<file path="src/rtl/uart_tx_fifo.sv">
// UART transmitter with integrated TX FIFO, configurable framing and runtime baud divisor.
// Define UART_TX_CTS_EN to add the cts_n flow-control input (2-flop synchronised).
module uart_tx_fifo #(
  parameter int DATA_BITS  = 8,
  parameter int FIFO_DEPTH = 16,
  parameter int PARITY     = 0,
  parameter int STOP_BITS  = 1,
  parameter int DIV_WIDTH  = 16
) (
  input  logic                          clk,
  input  logic                          rst,
  input  logic                          tx_en,
  input  logic [DIV_WIDTH-1:0]          baud_div,
  input  logic [DATA_BITS-1:0]          wr_data,
  input  logic                          wr_valid,
  output logic                          wr_ready,
  output logic [$clog2(FIFO_DEPTH):0]   fifo_count,
  output logic                          fifo_empty,
  output logic                          fifo_full,
  output logic                          busy,
  output logic                          tx_done,
  output logic                          txd
`ifdef UART_TX_CTS_EN
  ,
  input  logic                          cts_n
`endif
);
  localparam int AW  = $clog2(FIFO_DEPTH);
  localparam int CW  = AW + 1;
  localparam int BCW = 4;

  typedef enum logic [2:0] {S_IDLE, S_START, S_DATA, S_PARITY, S_STOP} state_t;

  logic [FIFO_DEPTH-1:0][DATA_BITS-1:0] mem;
  logic [AW-1:0]        wr_ptr, rd_ptr;
  logic [CW-1:0]        count;
  logic                 push, pop, push_q, avail, start_ok, cts_ok;
  logic [DATA_BITS-1:0] head;

  state_t               state, state_nxt;
  logic [DATA_BITS-1:0] shreg;
  logic                 par_bit;
  logic [DIV_WIDTH-1:0] div_lat, baud_cnt;
  logic [BCW-1:0]       bit_cnt;
  logic                 bit_end, last_data, last_stop;

  // ---------------- FIFO ----------------
  assign fifo_full  = (count == CW'(FIFO_DEPTH));
  assign fifo_empty = (count == '0);
  assign wr_ready   = !fifo_full;
  assign fifo_count = count;
  assign push       = wr_valid && !fifo_full;
  assign head       = mem[rd_ptr];

  always_ff @(posedge clk) begin
    if (push) mem[wr_ptr] <= wr_data;
  end

  always_ff @(posedge clk) begin
    if (rst) begin
      wr_ptr <= '0;
      rd_ptr <= '0;
      count  <= '0;
      push_q <= 1'b0;
    end else begin
      push_q <= push;
      if (push) wr_ptr <= wr_ptr + AW'(1);
      if (pop)  rd_ptr <= rd_ptr + AW'(1);
      case ({push, pop})
        2'b10:   count <= count + CW'(1);
        2'b01:   count <= count - CW'(1);
        default: count <= count;
      endcase
    end
  end

  // The entry written on the previous edge is hidden from the FSM for one cycle.
  assign avail = (count - CW'(push_q)) != '0;

`ifdef UART_TX_CTS_EN
  logic [1:0] cts_sync;
  always_ff @(posedge clk) begin
    if (rst) cts_sync <= 2'b11;
    else     cts_sync <= {cts_sync[0], cts_n};
  end
  assign cts_ok = !cts_sync[1];
`else
  assign cts_ok = 1'b1;
`endif

  assign start_ok  = avail && tx_en && cts_ok;
  assign bit_end   = (baud_cnt == '0);
  assign last_data = (bit_cnt == BCW'(DATA_BITS - 1));
  assign last_stop = (bit_cnt == BCW'(STOP_BITS - 1));

  // ---------------- FSM: state register + datapath ----------------
  always_ff @(posedge clk) begin
    if (rst) begin
      state    <= S_IDLE;
      txd      <= 1'b1;
      shreg    <= '0;
      par_bit  <= 1'b0;
      div_lat  <= '0;
      baud_cnt <= '0;
      bit_cnt  <= '0;
    end else begin
      state <= state_nxt;
      if (pop) begin
        shreg    <= head;
        par_bit  <= (PARITY == 1) ? ~^head : ^head;
        div_lat  <= baud_div;
        baud_cnt <= baud_div;
        bit_cnt  <= '0;
        txd      <= 1'b0;
      end else if (state != S_IDLE) begin
        if (!bit_end) begin
          baud_cnt <= baud_cnt - DIV_WIDTH'(1);
        end else begin
          baud_cnt <= div_lat;
          case (state)
            S_START: begin
              txd     <= shreg[0];
              shreg   <= shreg >> 1;
              bit_cnt <= '0;
            end
            S_DATA: begin
              if (last_data) begin
                txd     <= (PARITY != 0) ? par_bit : 1'b1;
                bit_cnt <= '0;
              end else begin
                txd     <= shreg[0];
                shreg   <= shreg >> 1;
                bit_cnt <= bit_cnt + BCW'(1);
              end
            end
            S_PARITY: begin
              txd     <= 1'b1;
              bit_cnt <= '0;
            end
            S_STOP: begin
              if (!last_stop) bit_cnt <= bit_cnt + BCW'(1);
            end
            default: ;
          endcase
        end
      end
    end
  end

  // ---------------- FSM: next state ----------------
  always_comb begin
    state_nxt = state;
    pop       = 1'b0;
    case (state)
      S_IDLE:   if (start_ok) begin pop = 1'b1; state_nxt = S_START; end
      S_START:  if (bit_end) state_nxt = S_DATA;
      S_DATA:   if (bit_end && last_data) state_nxt = (PARITY != 0) ? S_PARITY : S_STOP;
      S_PARITY: if (bit_end) state_nxt = S_STOP;
      S_STOP: begin
        if (bit_end && last_stop) begin
          if (start_ok) begin
            pop       = 1'b1;
            state_nxt = S_START;
          end else begin
            state_nxt = S_IDLE;
          end
        end
      end
      default:  state_nxt = S_IDLE;
    endcase
  end

  // ---------------- FSM: outputs ----------------
  always_comb begin
    busy    = (state != S_IDLE);
    tx_done = (state == S_STOP) && (state_nxt == S_IDLE);
  end

endmodule

</file>
<file path="config.mk">
export PLATFORM = sky130hd
export DESIGN_NAME = uart_tx_fifo
export DESIGN_NICKNAME = d
export VERILOG_FILES = /design/src/rtl/uart_tx_fifo.sv
export SDC_FILE = /design/constraint.sdc
export NUM_CORES = 1
export LEC_CHECK = 0
export CAP_MARGIN = 20
export CORE_MARGIN = 5
export CORE_UTILIZATION = 60
export DETAILED_ROUTE_END_ITERATION = 7
export HOLD_SLACK_MARGIN = 0.1
export PLACE_DENSITY = 0.79
export SYNTH_ARGS = -nofsm -noshare
export SYNTH_HDL_FRONTEND = slang
export SYNTH_SLANG_ARGS = --single-unit
</file>
<file path="constraint.sdc">
create_clock -name clk -period 4.34 [get_ports clk]
set_input_delay 1.085 -clock clk [delete_from_list [all_inputs] [get_ports clk]]
set_output_delay 1.085 -clock clk [all_outputs]
set_load 0.02 [all_outputs]
</file>
==> impl_metrics.yaml <==
layout:
  nets: 710
  fill_cells: 860
  multi_input_area_um2: 2850
  diodes: 0
  areaGrowthSynthToFinish_pct: 13.7
  drive_gt1_share_pct: 12.8
  final_cells: 858
  area.sequential_um2: 5090
sta:
  maxSlewViolCount: 0
  min_period_over_period_pct: 92.4
  tightest_slew_ps: 920
  skew_ps: 17.4
  fmax_mhz: 249
  min_period_ps: 4010
  final-setup-viol-count: 0
  slew_headroom_pct: 38.4
  hold_slack_ps: 455
  rsz0062_at_grt: "no"
  hold_viol: 0
  fin_setup_tns_ps: 0
yosys:
  yosysTopAreaCellShare_pct: 47.2
  ys_types: 61
  yosysSeqAreaShare_pct: 62.4
  async_flop_share_pct: 0
  postSynthAreaPerCell_um2: 12.8
  synth.most_common_cell: "edfxtp_1"
  synth_common_cells: "edfxtp_1, nand2_1, dfxtp_1"
  synth_fp_nets: 677
  ys_seq_elements: 190
  synthCells: 636
  ys_top_cells_by_area: "edfxtp_1, dfxtp_1, mux4_2"
  ys.warnings.count: 0
  synth_area_um2: 8150
  synth_ff_type: "edfxtp_1"
  yosysTopAreaCell: "edfxtp_1"
  synth_edf_count: 128
die:
  die_w_um: 127
  chipHeight_um: 127
  core_area_um2: 13300
  dieArea_um2: 16000
  rows: 42
  initial_utilization_pct: 61.3
  ioPinCount: 39
cts:
  clk_latency_ps: 440
  cts-resized-gates: 0
  htree_levels: 4
  cts_buffers: 17
  cts_buffer_depth: 2
  ctsHoldBuffers: 0
  cts_tree: "built"
  clockRootBuffer: "clkbuf_16"
  postCtsSetupBuffers: 0
  clk_pin_slew_ps: 70
  clock_sinks: 190
grt:
  gr-total-overflow: 0
  grt_pass1_wl_um: 27100
  grt_pass1_vias: 5268
  grt_max_degree: 48
  antenna_found_initial: 0
  grt_use_total_pct: 21.7
critical_path:
  slowest_delay_ps: 640
  cp_max_fo: 5
  cp.arrival_ps: 2930
  slowest_stage: "clkdlybuf4s50_1"
  required_ps: 3250
  critPathLaunchType: "flip-flop"
  endpoint_kind: "primary output"
  crit_type: "reg2out"
  cp_cell_sequence: "inv_1 > ha_1 > or4b_2 > o21a_1 > nor3_1 > clkdlybuf4s50_1"
placed_design:
  io_buffers: 38
  place.gp.congestion: 0.884
  hpwl_um: 10600
  dpl.cell_count: 826
route:
  vias: 5304
  wl_met2_um: 8570
  route.detailed.drc: 0
  drt_iter0_markers: 517
  firstDrtPassIters: 5
  routed_wl_um: 16600
  top_layer: "met4"
  wl_per_cell_um: 19.3
  wl_met3_um: 886
  viasPerCell: 6.18
  antenna_left: 0
  drt-met1-wl_um: 6820
job:
  maxCapViolCount: 0
min_path:
  hold_class: "reg2reg"
power_and_ir_drop:
  p_leak_uw: 0.00308
  ir_worst_vdd_mv: 0.357
  power.density_nw_per_um2: 593
outcome:
  outcome: "completed"
[layout make-up]
class,instances,area share (%)
inverter,18,0.729
tap,176,2.38
clock inverter,15,1.62
timing repair buffer,50,5.02
sequential,190,54.9
multi-input combinational,392,30.8
clock buffer,17,4.59
[worst max-delay path: cells and delay by family (launching register included)]
kind	cells	cell delay (ps)
simple gates	2	830
buf+inv	2	740
flops	1	410
fa+ha+maj	1	280
compound gates	1	220
[metal layers]
layer	up-vias	track usage (%)
li1	2489	-
met1	2617	27.3
met2	171	36.8
met3	27	5.38
met4	0	7.70
met5	-	0
[metrics by stage]
step           utilization [%]  setup WS [ps]  area [um2]  power [uW]
2_1_floorplan                -            460        8150        3570
3_3_place_gp              65.4            754        8690        3950
3_5_place_dp              65.4            621        8690        4020
4_1_cts                   69.7            323        9270        5510
5_1_grt                   69.7            149        9270        5820
6_report                  69.7            330        9270        5490
[where the power goes]
group	total (uW)	switching (uW)	internal [uW]
combinational	1650	946	707
clock	1500	735	762
sequential	2340	207	2140
total	5490	1890	3600
[cell usage in the layout (no fill, tap or decap), drive strengths merged, types with 4 or more instances in the layout]
cell,n
nand4,5
inv,23
dfxtp,62
clkinv,7
o21ai,18
clkdlybuf4s50,37
a31oi,8
ha,13
nor2b,8
buf,13
edfxtp,128
nand2b,6
or4,6
xor2,5
or3,6
o22ai,4
clkbuf,17
nor2,52
nor3,14
a22oi,14
a2bb2oi,4
a21oi,42
nand2,74
nand3,11
nor4,12
mux4,32
[cells by family after synthesis]
family / after synthesis / synth area share (%)
buffers and inverters: 54 / 2.75
and+or+nand+nor: 209 / 12.5
adders and majority gates: 13 / 2.00
AOI/OAI and AO/OA: 126 / 10.1
muxes: 37 / 9.49
xor gates and xnor gates: 7 / 0.752
DFF: 190 / 62.4
[path summary, 6_finish.rpt]
kind | to | slack [ps] | start | cells after the start
setup reg to reg | fifo_count[4]$_SDFFE_PP0P_ | 670 | fifo_count[0]$_SDFFE_PP0P_ | 14
hold reg to reg | div_lat[10]$_SDFFE_PP0P_ | 460 | div_lat[10]$_SDFFE_PP0P_ | 2
setup / recovery | tx_done | 330 | fifo_count[0]$_SDFFE_PP0P_ | 6
hold / removal | div_lat[10]$_SDFFE_PP0P_ | 460 | div_lat[10]$_SDFFE_PP0P_ | 2
[state kept, by name, summed over array words and instances (netlist names)]
name	count
baud_cnt	16
bit_cnt	4
div_lat	16
fifo_count	5
mem	128
push_q	1
rd_ptr	4
shreg	8
state	3
txd	1
wr_ptr	4
(Power assumes the default switching activity.)
